`config.mk`:
```
export PLATFORM = sky130hd
export DESIGN_NAME = copperv_read_arbiter_flat
export DESIGN_NICKNAME = d
export VERILOG_FILES = /design/src/rtl/copperv_read_arbiter_pkg.sv /design/src/rtl/copperv_read_arbiter_if.sv /design/src/rtl/copperv_read_arbiter_arb_id_fifo.sv /design/src/rtl/copperv_read_arbiter.sv /design/src/flat_wrapper.sv
export SDC_FILE = /design/constraint.sdc
export NUM_CORES = 1
export LEC_CHECK = 0
export CORE_MARGIN = 1
export CORE_UTILIZATION = 22
export CTS_BUF_LIST = sky130_fd_sc_hd__clkbuf_8 sky130_fd_sc_hd__clkbuf_16
export DETAILED_ROUTE_END_ITERATION = 8
export PLACE_DENSITY = 0.86
export SETUP_SLACK_MARGIN = 0.5
export SYNTH_ARGS = -nofsm -noshare
export SYNTH_HDL_FRONTEND = slang
export SYNTH_SLANG_ARGS = --single-unit
```
`constraint.sdc`:
```
create_clock -name clk -period 2.3 [get_ports clk]
set_clock_uncertainty 0.1 [all_clocks]
set_input_delay 0.46 -clock clk [delete_from_list [all_inputs] [get_ports clk]]
set_output_delay 0.46 -clock clk [all_outputs]
set_load 0.02 [all_outputs]
```
`src/rtl/copperv_read_arbiter_pkg.sv`:
```
// Shared definitions for the copperv read arbiter.
//   SRC_I / SRC_D : source IDs recorded for every accepted read address
//   src_id_t      : 1-bit source ID type stored in the ID FIFO
//   arb_state_t   : address-arbiter state (open, or holding a grant until accepted)
//   other_src()   : the source that round-robin prefers after a grant to the given one
package copperv_read_arbiter_pkg;

    localparam int ID_W = 1;

    typedef logic [ID_W-1:0] src_id_t;

    localparam src_id_t SRC_I = 1'b0;
    localparam src_id_t SRC_D = 1'b1;

    typedef enum logic [1:0] {
        ARB_OPEN   = 2'd0,
        ARB_HOLD_I = 2'd1,
        ARB_HOLD_D = 2'd2
    } arb_state_t;

    function automatic src_id_t other_src(input src_id_t id);
        return ~id;
    endfunction

endpackage

```
`src/rtl/copperv_read_arbiter_if.sv`:
```
// One read channel: an address request path and a returning data path.
//   raddr_valid/raddr_ready/raddr : address handshake, requester -> responder
//   rdata_valid/rdata_ready/rdata : data handshake, responder -> requester
// Modports:
//   master : the side issuing addresses and consuming data (core, or the arbiter towards memory)
//   slave  : the side accepting addresses and producing data (memory, or the arbiter towards the core)
interface copperv_read_arbiter_if #(
    parameter int bus_width = 32
);
    logic                 raddr_valid;
    logic                 raddr_ready;
    logic [bus_width-1:0] raddr;
    logic                 rdata_valid;
    logic                 rdata_ready;
    logic [bus_width-1:0] rdata;

    modport master (
        output raddr_valid, raddr, rdata_ready,
        input  raddr_ready, rdata_valid, rdata
    );

    modport slave (
        input  raddr_valid, raddr, rdata_ready,
        output raddr_ready, rdata_valid, rdata
    );
endinterface

```
`src/rtl/copperv_read_arbiter_arb_id_fifo.sv`:
```
// arb_id_fifo: synchronous FIFO of source IDs, one entry per accepted read address
// still waiting for its data.
//   clk, rst  : clock and synchronous active-high reset (empties the FIFO)
//   push_i    : write din_i (ignored while full, even if a pop happens the same cycle)
//   pop_i     : drop the head entry (ignored while empty)
//   din_i     : source ID to store
//   full_o    : DEPTH entries held
//   empty_o   : no entries held
//   head_o    : oldest entry, valid only when !empty_o
module arb_id_fifo
    import copperv_read_arbiter_pkg::*;
#(
    parameter int DEPTH = 2
) (
    input  logic    clk,
    input  logic    rst,
    input  logic    push_i,
    input  logic    pop_i,
    input  src_id_t din_i,
    output logic    full_o,
    output logic    empty_o,
    output src_id_t head_o
);

    localparam int PTR_W = (DEPTH > 1) ? $clog2(DEPTH) : 1;
    localparam int CNT_W = $clog2(DEPTH + 1);
    localparam logic [PTR_W-1:0] LAST_PTR = PTR_W'(DEPTH - 1);

    src_id_t          mem_q [DEPTH];
    logic [PTR_W-1:0] wr_ptr_q, wr_ptr_d;
    logic [PTR_W-1:0] rd_ptr_q, rd_ptr_d;
    logic [CNT_W-1:0] count_q, count_d;
    logic             do_push;
    logic             do_pop;

    assign full_o  = (count_q == CNT_W'(DEPTH));
    assign empty_o = (count_q == '0);
    assign head_o  = mem_q[rd_ptr_q];

    // Full check uses the registered count only, so a pop cannot make room
    // for a push in the same cycle.
    assign do_push = push_i && !full_o;
    assign do_pop  = pop_i && !empty_o;

    always_comb begin
        wr_ptr_d = wr_ptr_q;
        rd_ptr_d = rd_ptr_q;
        count_d  = count_q;
        if (do_push) begin
            wr_ptr_d = (wr_ptr_q == LAST_PTR) ? '0 : wr_ptr_q + 1'b1;
        end
        if (do_pop) begin
            rd_ptr_d = (rd_ptr_q == LAST_PTR) ? '0 : rd_ptr_q + 1'b1;
        end
        case ({do_push, do_pop})
            2'b10:   count_d = count_q + 1'b1;
            2'b01:   count_d = count_q - 1'b1;
            default: count_d = count_q;
        endcase
    end

    always_ff @(posedge clk) begin
        if (rst) begin
            wr_ptr_q <= '0;
            rd_ptr_q <= '0;
            count_q  <= '0;
        end else begin
            wr_ptr_q <= wr_ptr_d;
            rd_ptr_q <= rd_ptr_d;
            count_q  <= count_d;
        end
    end

    // Entry storage needs no reset: an entry is only read after being written.
    for (genvar gi = 0; gi < DEPTH; gi++) begin : g_entry
        always_ff @(posedge clk) begin
            if (do_push && (wr_ptr_q == PTR_W'(gi))) begin
                mem_q[gi] <= din_i;
            end
        end
    end

endmodule

```
`src/rtl/copperv_read_arbiter.sv`:
```
// copperv_read_arbiter: shares one memory read port between the instruction-fetch
// channel and the load channel.
//   clk, rst : clock and synchronous active-high reset
//   i_bus    : fetch read channel (arbiter acts as responder)
//   d_bus    : load read channel (arbiter acts as responder)
//   m_bus    : memory read channel (arbiter acts as requester)
// Addresses are granted round-robin with a zero-cycle path to m_bus. Once a grant
// has been presented without acceptance it is held on that source until the
// address handshake. The source of each accepted address is queued, and returning
// data is steered to the source at the queue head, so memory must answer in order.
module copperv_read_arbiter
    import copperv_read_arbiter_pkg::*;
#(
    parameter int bus_width       = 32,
    parameter int max_outstanding = 2
) (
    input logic                   clk,
    input logic                   rst,
    copperv_read_arbiter_if.slave  i_bus,
    copperv_read_arbiter_if.slave  d_bus,
    copperv_read_arbiter_if.master m_bus
);

    arb_state_t           state_q, state_d;
    src_id_t              rr_q, rr_d;
    logic                 grant_valid;
    src_id_t              grant_id;
    logic [bus_width-1:0] grant_addr;
    logic                 addr_hs;
    logic                 data_hs;
    logic                 data_route_en;
    logic                 fifo_full;
    logic                 fifo_empty;
    src_id_t              head_id;

    // ------------------------------------------------------------------
    // Address arbitration: grant selection and next state
    // ------------------------------------------------------------------
    always_comb begin
        grant_valid = 1'b0;
        grant_id    = rr_q;
        state_d     = state_q;
        rr_d        = rr_q;

        case (state_q)
            ARB_HOLD_I: begin
                grant_valid = i_bus.raddr_valid;
                grant_id    = SRC_I;
            end
            ARB_HOLD_D: begin
                grant_valid = d_bus.raddr_valid;
                grant_id    = SRC_D;
            end
            default: begin
                grant_valid = i_bus.raddr_valid || d_bus.raddr_valid;
                if (i_bus.raddr_valid && d_bus.raddr_valid) begin
                    grant_id = rr_q;
                end else if (d_bus.raddr_valid) begin
                    grant_id = SRC_D;
                end else begin
                    grant_id = SRC_I;
                end
            end
        endcase

        // Nothing is presented while reset is asserted.
        if (rst) begin
            grant_valid = 1'b0;
        end

        // addr_hs is a function of grant_valid/fifo_full/m ready, computed below.
        if (addr_hs) begin
            state_d = ARB_OPEN;
            rr_d    = other_src(grant_id);
        end else if (grant_valid) begin
            // Presented but not taken: pin the grant so the address stays stable.
            state_d = (grant_id == SRC_D) ? ARB_HOLD_D : ARB_HOLD_I;
        end
    end

    assign grant_addr = (grant_id == SRC_D) ? d_bus.raddr : i_bus.raddr;

    // A full ID FIFO stalls the address side; there is nowhere to record the source.
    assign m_bus.raddr_valid = grant_valid && !fifo_full;
    assign m_bus.raddr       = grant_addr;
    assign addr_hs           = m_bus.raddr_valid && m_bus.raddr_ready;

    assign i_bus.raddr_ready = grant_valid && (grant_id == SRC_I) && m_bus.raddr_ready && !fifo_full;
    assign d_bus.raddr_ready = grant_valid && (grant_id == SRC_D) && m_bus.raddr_ready && !fifo_full;

    always_ff @(posedge clk) begin
        if (rst) begin
            state_q <= ARB_OPEN;
            rr_q    <= SRC_D;
        end else begin
            state_q <= state_d;
            rr_q    <= rr_d;
        end
    end

    // ------------------------------------------------------------------
    // Read data routing
    // ------------------------------------------------------------------
    // With no recorded source, data is ignored; it can only be a stray beat.
    assign data_route_en = !rst && !fifo_empty;

    assign i_bus.rdata_valid = data_route_en && (head_id == SRC_I) && m_bus.rdata_valid;
    assign d_bus.rdata_valid = data_route_en && (head_id == SRC_D) && m_bus.rdata_valid;
    assign i_bus.rdata       = m_bus.rdata;
    assign d_bus.rdata       = m_bus.rdata;

    assign m_bus.rdata_ready = data_route_en &&
                               ((head_id == SRC_D) ? d_bus.rdata_ready : i_bus.rdata_ready);
    assign data_hs           = m_bus.rdata_valid && m_bus.rdata_ready;

    arb_id_fifo #(
        .DEPTH (max_outstanding)
    ) u_id_fifo (
        .clk     (clk),
        .rst     (rst),
        .push_i  (addr_hs),
        .pop_i   (data_hs),
        .din_i   (grant_id),
        .full_o  (fifo_full),
        .empty_o (fifo_empty),
        .head_o  (head_id)
    );

endmodule
```
`src/flat_wrapper.sv`:
```
// flat-port wrapper written by rule: the top's interface ports become plain ports
module copperv_read_arbiter_flat import copperv_read_arbiter_pkg::*;
#(
    parameter int bus_width       = 32,
    parameter int max_outstanding = 2
)
  (clk, rst, i_bus_raddr_valid, i_bus_raddr, i_bus_rdata_ready, i_bus_raddr_ready, i_bus_rdata_valid, i_bus_rdata, d_bus_raddr_valid, d_bus_raddr, d_bus_rdata_ready, d_bus_raddr_ready, d_bus_rdata_valid, d_bus_rdata, m_bus_raddr_valid, m_bus_raddr, m_bus_rdata_ready, m_bus_raddr_ready, m_bus_rdata_valid, m_bus_rdata);
  copperv_read_arbiter_if #(.bus_width(bus_width)) i_bus_i ();
  copperv_read_arbiter_if #(.bus_width(bus_width)) d_bus_i ();
  copperv_read_arbiter_if #(.bus_width(bus_width)) m_bus_i ();
  input logic clk;
  input logic rst;
  input wire logic [$bits(i_bus_i.raddr_valid)-1:0] i_bus_raddr_valid;
  input wire logic [$bits(i_bus_i.raddr)-1:0] i_bus_raddr;
  input wire logic [$bits(i_bus_i.rdata_ready)-1:0] i_bus_rdata_ready;
  output wire logic [$bits(i_bus_i.raddr_ready)-1:0] i_bus_raddr_ready;
  output wire logic [$bits(i_bus_i.rdata_valid)-1:0] i_bus_rdata_valid;
  output wire logic [$bits(i_bus_i.rdata)-1:0] i_bus_rdata;
  input wire logic [$bits(d_bus_i.raddr_valid)-1:0] d_bus_raddr_valid;
  input wire logic [$bits(d_bus_i.raddr)-1:0] d_bus_raddr;
  input wire logic [$bits(d_bus_i.rdata_ready)-1:0] d_bus_rdata_ready;
  output wire logic [$bits(d_bus_i.raddr_ready)-1:0] d_bus_raddr_ready;
  output wire logic [$bits(d_bus_i.rdata_valid)-1:0] d_bus_rdata_valid;
  output wire logic [$bits(d_bus_i.rdata)-1:0] d_bus_rdata;
  output wire logic [$bits(m_bus_i.raddr_valid)-1:0] m_bus_raddr_valid;
  output wire logic [$bits(m_bus_i.raddr)-1:0] m_bus_raddr;
  output wire logic [$bits(m_bus_i.rdata_ready)-1:0] m_bus_rdata_ready;
  input wire logic [$bits(m_bus_i.raddr_ready)-1:0] m_bus_raddr_ready;
  input wire logic [$bits(m_bus_i.rdata_valid)-1:0] m_bus_rdata_valid;
  input wire logic [$bits(m_bus_i.rdata)-1:0] m_bus_rdata;
  assign i_bus_i.raddr_valid = i_bus_raddr_valid;
  assign i_bus_i.raddr = i_bus_raddr;
  assign i_bus_i.rdata_ready = i_bus_rdata_ready;
  assign i_bus_raddr_ready = i_bus_i.raddr_ready;
  assign i_bus_rdata_valid = i_bus_i.rdata_valid;
  assign i_bus_rdata = i_bus_i.rdata;
  assign d_bus_i.raddr_valid = d_bus_raddr_valid;
  assign d_bus_i.raddr = d_bus_raddr;
  assign d_bus_i.rdata_ready = d_bus_rdata_ready;
  assign d_bus_raddr_ready = d_bus_i.raddr_ready;
  assign d_bus_rdata_valid = d_bus_i.rdata_valid;
  assign d_bus_rdata = d_bus_i.rdata;
  assign m_bus_raddr_valid = m_bus_i.raddr_valid;
  assign m_bus_raddr = m_bus_i.raddr;
  assign m_bus_rdata_ready = m_bus_i.rdata_ready;
  assign m_bus_i.raddr_ready = m_bus_raddr_ready;
  assign m_bus_i.rdata_valid = m_bus_rdata_valid;
  assign m_bus_i.rdata = m_bus_rdata;
  copperv_read_arbiter #(.bus_width(bus_width), .max_outstanding(max_outstanding)) u_core (.clk(clk), .rst(rst), .i_bus(i_bus_i), .d_bus(d_bus_i), .m_bus(m_bus_i));
endmodule
```
# ---- Word-level counts from Yosys, hierarchy flattened
# Memories as Yosys holds them, arrays and structs flattened. A register that Yosys moved wholly into a read port is not among the register bits.
# Cells that the tools add are included.
dict set report op_classes {
  add_sub_neg 4
  mul 0
  div_mod_pow 0
  magnitude_cmp 0
  n_eq_ne 5
  n_shift 0
  n_mux 20
  bitwise 3
  n_reduce_logical 28
}
# op count
set op_table {}
lappend op_table {{$mux 32} 1}
lappend op_table {{$logic_and 1x1->1} 20}
lappend op_table {{$mux 1} 15}
lappend op_table {{$eq 2x2->1 const B} 3}
lappend op_table {{$eq 2x1->1 const B} 2}
lappend op_table {{$pmux 1 s2} 2}
lappend op_table {{$pmux 2 s2} 1}
lappend op_table {{$logic_not 1->1} 3}
lappend op_table {{$not 1->1} 3}
lappend op_table {{$add 1x1->1 const B} 2}
lappend op_table {{$add 2x1->2 const B} 1}
lappend op_table {{$logic_not 2->1} 1}
lappend op_table {{$mux 2} 1}
lappend op_table {{$reduce_bool 2->1} 1}
lappend op_table {{$reduce_or 2->1} 1}
lappend op_table {{$sub 2x1->2 const B} 1}
lappend op_table {{$logic_or 1x1->1} 1}
lappend op_table {{$reduce_or 1->1} 1}
dict set report word_totals {
  ff_bits 7
  latch_bits 0
  ram_bits 2
  rom_bits 0
  inputBits 104
  out_inout_bits 102
  elab_cells 66
  mem_count 1
}
# name depth word_bits read_ports rd_clocked_by_memory_dff wr line
set mem_list {}
lappend mem_list {u_core.u_id_fifo.mem_q 2 1 1 1 1 copperv_read_arbiter_arb_id_fifo.sv:29} ;# src_id_t mem_q [DEPTH];

# ---- Depth between registers and ports, before layout
# Gate-level depths: netlist of run 1.
dict set report depth {
  depth_word 11
  ltp_mapped 9
  mapped_depth_nobuf 8
}

# ---- Cells and area by module
# From an unflattened synthesis of run 1, not the netlist that was laid out.
dict set report hier_totals {
  hier_cells 165
  hier_area_um2 1519.0
}
# mod n_inst cells_each area_per_inst_um2 seq_area_each_um2
set by_module_without_submodules {}
lappend by_module_without_submodules {copperv_read_arbiter 1 136 1223.7 60.1}
lappend by_module_without_submodules {arb_id_fifo 1 29 295.3 160.2}

# ---- Worst setup path after synthesis of run 1
# Ideal clock, no wire load.
dict set report synth_timing {
  path_type {reg2reg}
  from {reg u_core.state_q[0]}
  to {reg u_core.u_id_fifo.count_q[1]}
  setup_ns 0.071
  arrival_ns 2.129
  required_time_ns 2.129
  path_slack_ns 0.000
  stages_incl_launch_ff 9
  n_path_buf 1
  synth_period_minus_slack_ns 2.300
  path_cell_list {dfxtp_1 inv_1 ha_1 o21ai_0 a2111o_1 clkbuf_1 ha_1 or3_1 a21oi_1}
}
dict set report synth_via {
  elab_chain_len 8
  word_cells_on_any_way 11
  cone_classes {4 x eq/ne; 3 x mux; 4 x reduce/logical}
}
# item line
set synth_rtl {}
lappend synth_rtl {{start, declared} copperv_read_arbiter.sv:24} ;# arb_state_t state_q, state_d;
lappend synth_rtl {{start signal, assigned} copperv_read_arbiter.sv:96} ;# state_q <= state_d;
lappend synth_rtl {{$eq 2x2->1 or $eq 2x1->1 (tied branches)} copperv_read_arbiter.sv:45} ;# case (state_q)
lappend synth_rtl {{$pmux 1 s2 (*)} copperv_read_arbiter.sv:45}
lappend synth_rtl {{$mux 1 (*)} copperv_read_arbiter.sv:67} ;# if (rst) begin
lappend synth_rtl {{$logic_and 1x1->1 (*)} copperv_read_arbiter.sv:84} ;# assign m_bus.raddr_valid = grant_valid && !fifo_full;
lappend synth_rtl {{$logic_and 1x1->1 (*)} copperv_read_arbiter.sv:86} ;# assign addr_hs = m_bus.raddr_valid && m_bus.raddr_ready;
lappend synth_rtl {{$logic_and 1x1->1 (*)} copperv_read_arbiter_arb_id_fifo.sv:42} ;# assign do_push = push_i && !full_o;
lappend synth_rtl {{$eq 2x1->1 or $eq 2x2->1 (tied branches)} copperv_read_arbiter_arb_id_fifo.sv:55} ;# case ({do_push, do_pop})
lappend synth_rtl {{$pmux 2 s2 or $reduce_bool 2->1 (tied branches)} n/a}
lappend synth_rtl {{end signal, assigned} copperv_read_arbiter_arb_id_fifo.sv:70} ;# count_q <= count_d;
lappend synth_rtl {{end, declared} copperv_read_arbiter_arb_id_fifo.sv:32} ;# logic [CNT_W-1:0] count_q, count_d;
# Every way passes the cells marked *; elsewhere a longest branch is shown, timed or not.
# A chain may end at the register's enable or synchronous reset.

# ---- Worst setup path in the final report of run 1
dict set report layout_timing {
  from {reg u_core.state_q[0]}
  to {out m_bus_raddr[21]}
}
dict set report layout_via {
  elab_chain_len 3
  word_cells_on_any_way 4
  cone_classes {2 x eq/ne; 2 x mux}
}
# item line
set layout_rtl {}
lappend layout_rtl {{$eq 2x2->1 or $eq 2x1->1 (tied branches)} copperv_read_arbiter.sv:45}
lappend layout_rtl {{$pmux 1 s2 (*)} copperv_read_arbiter.sv:45}
lappend layout_rtl {{$mux 32 (*)} copperv_read_arbiter.sv:81} ;# assign grant_addr = (grant_id == SRC_D) ? d_bus.raddr : i_bus.raddr;
lappend layout_rtl {{end, declared} flat_wrapper.sv:26} ;# output wire logic [$bits(m_bus_i.raddr)-1:0] m_bus_raddr;
# Marked as above.

==> results of run 1 <==
[stage by stage]
step,hold slack (ns),std cells,utilization (%),setup slack [ns],setup TNS (ns)
final,0.430,313,47.4,-0.123,-3.06
after global routing,0.470,313,47.4,-0.178,-5.00
after CTS,0.403,309,45.7,-0.124,-3.37
after detailed placement,0.393,290,39.2,-0.647,-23.10
after global placement,0.385,290,39.2,-0.623,-22.05
after floorplan,0.376,160,-,0.214,0
[per-layer routing]
layer / vias up / GRT usage [%]
met5: - / 0
met4: 0 / 3.86
met3: 7 / 6.00
met2: 94 / 27.7
met1: 625 / 14.7
li1: 630 / -
[synth_stat cells (2+ instances only)]
cell type | n | area [um^2]
clkbuf_1 | 2 | 7.51
or3_1 | 2 | 12.5
xnor2_1 | 2 | 17.5
o31ai_1 | 2 | 15.0
buf_2 | 3 | 15.0
ha_1 | 3 | 37.5
nand2_1 | 2 | 7.51
inv_1 | 5 | 18.8
dfxtp_1 | 8 | 160
mux2_2 | 31 | 349
buf_4 | 64 | 480
nor2b_1 | 2 | 12.5
nor2_1 | 8 | 30.0
mux2i_1 | 2 | 20.0
a21oi_1 | 5 | 25.0
and2b_1 | 2 | 15.0
o21ai_0 | 3 | 15.0
edfxtp_1 | 2 | 60.1
[kinds of logic after synthesis]
group / share of synthesized area (%)
AOI/OAI and AO/OA: 6.18
xor gates and xnor gates: 1.88
adders and majority gates: 2.69
buffers and inverters: 37.3
DFF: 15.8
muxes: 27.2
and+or+nand+nor: 8.95
[final cells by class]
| type | count | area, um^2 |
|---|---|---|
| clock inverter | 1 | 3.75 |
| clock buffer | 3 | 41.3 |
| sequential | 10 | 231 |
| multi-input combinational | 76 | 931 |
| tap | 75 | 93.8 |
| timing repair buffer | 143 | 1540 |
| fill | 557 | 3170 |
| inverter | 5 | 18.8 |
[worst reg2reg max path: stages, from the launching register on]
cell and delay (ns):
dfxtp_2 0.33, inv_2 0.05, ha_4 0.30, o21ai_2 0.07
a2111o_1 0.44, buf_6 0.15, buf_6 0.11, ha_4 0.15
xnor2_2 0.13, or3_1 0.36, a21oi_2 0.13
[repair_timing]
item                                    4_1_cts  5_1_grt
setup buffers                                12        4
gates cloned                                  3        0
endpoints found under the setup margin       46       44
pin swaps                                     8        9
gates resized for setup                     274       24
[placed cells by master, fill, tap and decap left out, types with 2 or more instances in the layout]
cell	n
clkdlybuf4s50_1	65
buf_6	50
mux2_4	32
buf_4	15
nor2_4	5
inv_1	5
nor2_1	4
a21oi_1	3
dfxtp_2	3
clkbuf_8	3
buf_16	3
buf_12	3
dfxtp_1	3
nor2b_4	2
and2b_1	2
o31ai_1	2
xnor2_2	2
or3_1	2
o21ai_0	2
ha_4	2
clkdlybuf4s15_1	2
dfxtp_4	2
edfxtp_1	2
[sequential cells by signal, summed over array words and instances (netlist names), named ones only]
register and cells:
u_core.rr_q 1, u_core.u_id_fifo.wr_ptr_q 1, u_core.u_id_fifo.mem_q 2, u_core.u_id_fifo.count_q 2, u_core.u_id_fifo.rd_ptr_q 1, u_core.state_q 2
[where the power goes]
part	internal, mW	total, mW	switching, mW
clock	0.117	0.189	0.0721
combinational	0.805	1.32	0.510
sequential	0.204	0.224	0.0201
[path summary, 6_finish.rpt]
path	cells after the start	start	slack [ns]	end
worst max-delay path	8	u_core.state_q[0]$_SDFFE_PP0N_	-0.12	m_bus_raddr[21]
worst min-delay path	2	u_core.u_id_fifo.rd_ptr_q$_SDFFE_PP0P_	0.43	flop
worst max register to register	10	u_core.state_q[0]$_SDFFE_PP0N_	-0.09	u_core.u_id_fifo.count_q[1]$_SDFFE_PP0P_
worst min register to register	2	u_core.u_id_fifo.rd_ptr_q$_SDFFE_PP0P_	0.43	flop
==> flow_metrics.env, run 1 <==
export IMPL_cts_htree_levels=1
export IMPL_synth_fp_nets=267
export IMPL_fp_dieW_um=81.7
export IMPL_dr_total_vias=1356
export IMPL_drive_gt1_share_pct=58.0
export IMPL_async_flop_share_pct=0
export IMPL_report_power_total_mw=1.73
export IMPL_wl_met3_um=693
export IMPL_drt_met1_wl_mm=1.90
export IMPL_slowest_delay_ns=0.33
export IMPL_highest_layer="met4"
export IMPL_syn_inst=160
export IMPL_path_clk_slew_ns=0.05
export IMPL_setup_ws_ns=-0.123
export IMPL_antenna_left=0
export IMPL_cts_root_buffer="clkbuf_8"
export IMPL_ys_warn_count=0
export IMPL_antenna_found_initial=0
export IMPL_powerDensity_nw_per_um2=606
export IMPL_fin_crit_ns=2.42
export IMPL_cts_buffer_depth=2
export IMPL_cts_hold_buf=0
export IMPL_viasPerCell=4.33
export IMPL_synth_seq_cells=10
export IMPL_n_antenna_cell=0
export IMPL_grt_pass1_wl_mm=7.06
export IMPL_drtIter0Drc=17
export IMPL_rsz0062_at_grt="yes"
export IMPL_core_um2=6030
export IMPL_met2_wirelength_mm=2.77
export IMPL_post_route_period_util_pct=105
export IMPL_synth_edf_count=2
export IMPL_clock_sinks=10
export IMPL_routed_wl_mm=5.41
export IMPL_drtPass1Iterations=4
export IMPL_path_common_cell="buf_6"
export IMPL_synth_cell_types=30
export IMPL_gp_congestion=0.751
export IMPL_crit_fanout=7
export IMPL_path_buf_inv=4
export IMPL_ys_seq_area_share_pct=15.8
export IMPL_cts_buffers=3
export IMPL_critPathSlowestCell="dfxtp_2"
export IMPL_areaGrowthSynthToFinish_pct=104
export IMPL_hold_viol=0
export IMPL_crit_type="flop to primary output"
export IMPL_synth_area_per_cell_um2=8.73
export IMPL_vdd_drop_max_v=0.000354
export IMPL_p_leak_nw=1.25
export IMPL_tritoncts="done"
export IMPL_hold_class="flop to flop"
export IMPL_drv_cap=0
export IMPL_relSlewSlack_pct=82.9
export IMPL_die_area_um2=6680
export IMPL_setup_viol=35
export IMPL_dpl_cell_area_um2=2360
export IMPL_drt_wirelength_per_cell_um=17.3
export IMPL_start_util_pct=23.2
export IMPL_clk_latency_ns=0.24
export IMPL_synth_ff_type="dfxtp_1"
export IMPL_netlist_area_um2=1400
export IMPL_die_h_um=81.7
export IMPL_status="complete, but fails checks"
export IMPL_crit_chain="inv_2, ha_4, nand2_4, o22ai_4, buf_6, buf_16, mux2_4, buf_6"
export IMPL_maxSlewViolCount=0
export IMPL_grt_max_degree=8
export IMPL_critical_path_startpoint_type="flop"
export IMPL_num_io_pins=206
export IMPL_gr_total_overflow=0
export IMPL_worst_slew_pin_slew_ns=0.254
export IMPL_max_freq_mhz=413
export IMPL_cp_data_required_time_ns=1.74
export IMPL_route_detailed_drc=0
export IMPL_port_buffers=109
export IMPL_arrival_ns=1.86
export IMPL_grt_usage_pct=14.7
export IMPL_design_area_um2=2860
export IMPL_nNetsFinal=346
export IMPL_path_delay_family="buffers and inverters"
export IMPL_place_hpwl_mm=3.90
export IMPL_grt_pass1_vias=1368
export IMPL_violations="setup timing"
export IMPL_cp_end_kind="primary output"
export IMPL_rows=28
Note: power is estimated with default switching activity, not from simulation.
==> run 2, diff against run 1 <==
CORE_MARGIN = 5   (was 1)
==> flow_metrics.env, run 2 (synthesized netlist as in run 1, its figures left out) <==
export IMPL_status="complete, but fails checks"
export IMPL_violations="setup timing"
export IMPL_cts_htree_levels=1
export IMPL_p_leak_nw=1.16
export IMPL_cp_data_required_time_ns=1.74
export IMPL_crit_fanout=7
export IMPL_max_freq_mhz=405
export IMPL_report_power_total_mw=1.59
export IMPL_fin_crit_ns=2.47
export IMPL_final_cells=307
export IMPL_die_area_um2=8050
export IMPL_gr_total_overflow=0
export IMPL_path_clk_slew_ns=0.05
export IMPL_cts_buffer_depth=2
export IMPL_routed_wl_mm=4.94
export IMPL_relSlewSlack_pct=84.0
export IMPL_crit_type="flop to primary output"
export IMPL_port_buffers=109
export IMPL_drv_cap=0
export IMPL_design_area_um2=2660
export IMPL_critical_path_startpoint_type="flop"
export IMPL_clock_sinks=10
export IMPL_drtPass1Iterations=4
export IMPL_n_antenna_cell=0
export IMPL_start_util_pct=22.3
export IMPL_maxSlewViolCount=0
export IMPL_cp_end_kind="primary output"
export IMPL_drt_wirelength_per_cell_um=16.1
export IMPL_rr_worst_depth=10
export IMPL_vdd_drop_max_v=0.000352
export IMPL_cts_buffers=3
export IMPL_hold_viol=0
export IMPL_antenna_found_initial=0
export IMPL_p_clk_share_pct=11.6
export IMPL_fillers=597
export IMPL_rows=29
export IMPL_layout_common_cells="clkdlybuf4s50_1, buf_6, mux2_4"
export IMPL_post_route_period_util_pct=107
export IMPL_grt_usage_pct=11.6
export IMPL_place_hpwl_mm=3.83
export IMPL_nNetsFinal=338
export IMPL_dpl_cell_area_um2=2340
export IMPL_hold_class="flop to flop"
export IMPL_fp_dieW_um=89.7
export IMPL_viasPerCell=4.32
export IMPL_setup_viol=35
export IMPL_dr_total_vias=1325
export IMPL_tritoncts="done"
export IMPL_rsz0062_at_grt="yes"
export IMPL_finalHoldWorstSlack_ns=0.437
export IMPL_power_frac_seq_pct=13.9
export IMPL_powerDensity_nw_per_um2=596
export IMPL_r2r_slack_ns=-0.07
export IMPL_layout_commonest_cell="clkdlybuf4s50_1"
export IMPL_grt_max_degree=11
export IMPL_antenna_left=0
export IMPL_areaGrowthSynthToFinish_pct=90.4
export IMPL_num_io_pins=206
export IMPL_grt_pass1_wl_mm=7.76
export IMPL_switching_share_pct=34.4
export IMPL_largestRegisters="u_core.state_q (2), u_core.u_id_fifo.count_q (2), u_core.u_id_fifo.mem_q (2)"
export IMPL_placed_cells=290
export IMPL_switchingPower_mw=0.545
export IMPL_clk_latency_ns=0.24
export IMPL_drive_gt1_share_pct=53.0
export IMPL_p_comb_share_pct=74.4
export IMPL_gp_congestion=0.823
export IMPL_core_um2=6280
export IMPL_fin_util_pct=42.4
export IMPL_drtIter0Drc=12
export IMPL_grt_pass1_vias=1450
export IMPL_route_detailed_drc=0
export IMPL_die_h_um=89.7
export IMPL_internal_power_mw=1.04
export IMPL_cts_hold_buf=0
export IMPL_arrival_ns=1.91
export IMPL_cts_root_buffer="clkbuf_8"
export IMPL_worst_slew_pin_slew_ns=0.233
export IMPL_setup_ws_ns=-0.171
export IMPL_hold_path_depth=2
-- run 2: changes by cell type in the layout (fill, tap and decap cells not counted), moves of 3 or more --
cell and change:
buf_4 +6, dlygate4sd2_1 +4, buf_2 +3, buf_6 -17
-- run 2: cell type report --
type                            instances  area (um^2)  share of cell area [%]
Inverter                                5         18.8                   0.705
Sequential cell                        10          230                    8.65
Tap cell                               77         96.3                    3.62
Timing Repair Buffer                  135         1400                    52.5
Clock inverter                          1         3.75                   0.141
Multi-Input combinational cell         76          873                    32.8
Clock buffer                            3         41.3                    1.55
-- run 2: worst paths after layout --
path | from | end
worst max-delay path | u_core.state_q[0]$_SDFFE_PP0N_ | m_bus_raddr[6]
worst min-delay path | u_core.u_id_fifo.rd_ptr_q$_SDFFE_PP0P_ | u_core.u_id_fifo.rd_ptr_q$_SDFFE_PP0P_
worst max register to register | u_core.state_q[0]$_SDFFE_PP0N_ | u_core.u_id_fifo.count_q[1]$_SDFFE_PP0P_
worst min register to register | u_core.u_id_fifo.rd_ptr_q$_SDFFE_PP0P_ | u_core.u_id_fifo.rd_ptr_q$_SDFFE_PP0P_
-- run 2: per-stage QoR --
step,worst slack [ns],setup TNS [ns]
2_1_floorplan,0.214,0
3_3_place_gp,-0.653,-22.36
3_5_place_dp,-0.657,-23.06
4_1_cts,-0.194,-4.02
5_1_grt,-0.245,-5.99
6_report,-0.171,-3.44
-- run 2: critical path, stage by stage, from the launching register on --
cell and delay (ns):
dfxtp_2 0.33, inv_2 0.05, ha_4 0.29, nand2_4 0.05, o22ai_4 0.11, buf_6 0.18, buf_6 0.11, buf_12 0.12
mux2_4 0.31, buf_6 0.13
-- run 2: what timing repair did --
item                                    CTS  global route
gates cloned                              3             0
endpoints found under the setup margin   46            44
pin swaps                                 6             2
gates resized for setup                 248            10
setup buffers                             9             1
-- run 2: power by group through the flow --
stage	combinational [mW]	clock, mW	sequential, mW
3_5_place_dp	0.955	0	0.219
3_3_place_gp	0.948	0	0.218
4_1_cts	1.18	0.191	0.219
2_1_floorplan	0.711	0	0.217
6_report	1.18	0.185	0.221
5_1_grt	1.25	0.198	0.223
-- run 2: metal layers --
metal	track usage [%]	vias up	part of all wire [%]
li1	-	615	-
met1	12.8	588	36
met2	20.7	117	52
met3	5.34	5	12
met4	1.51	0	0.61
met5	0	-	0
==> run 3, diff against run 2 <==
CTS_CLUSTER_SIZE = 28   (was unset)
==> results of run 3 <==
Same layout as run 2: the final DEF is identical, and so are final timing and power.
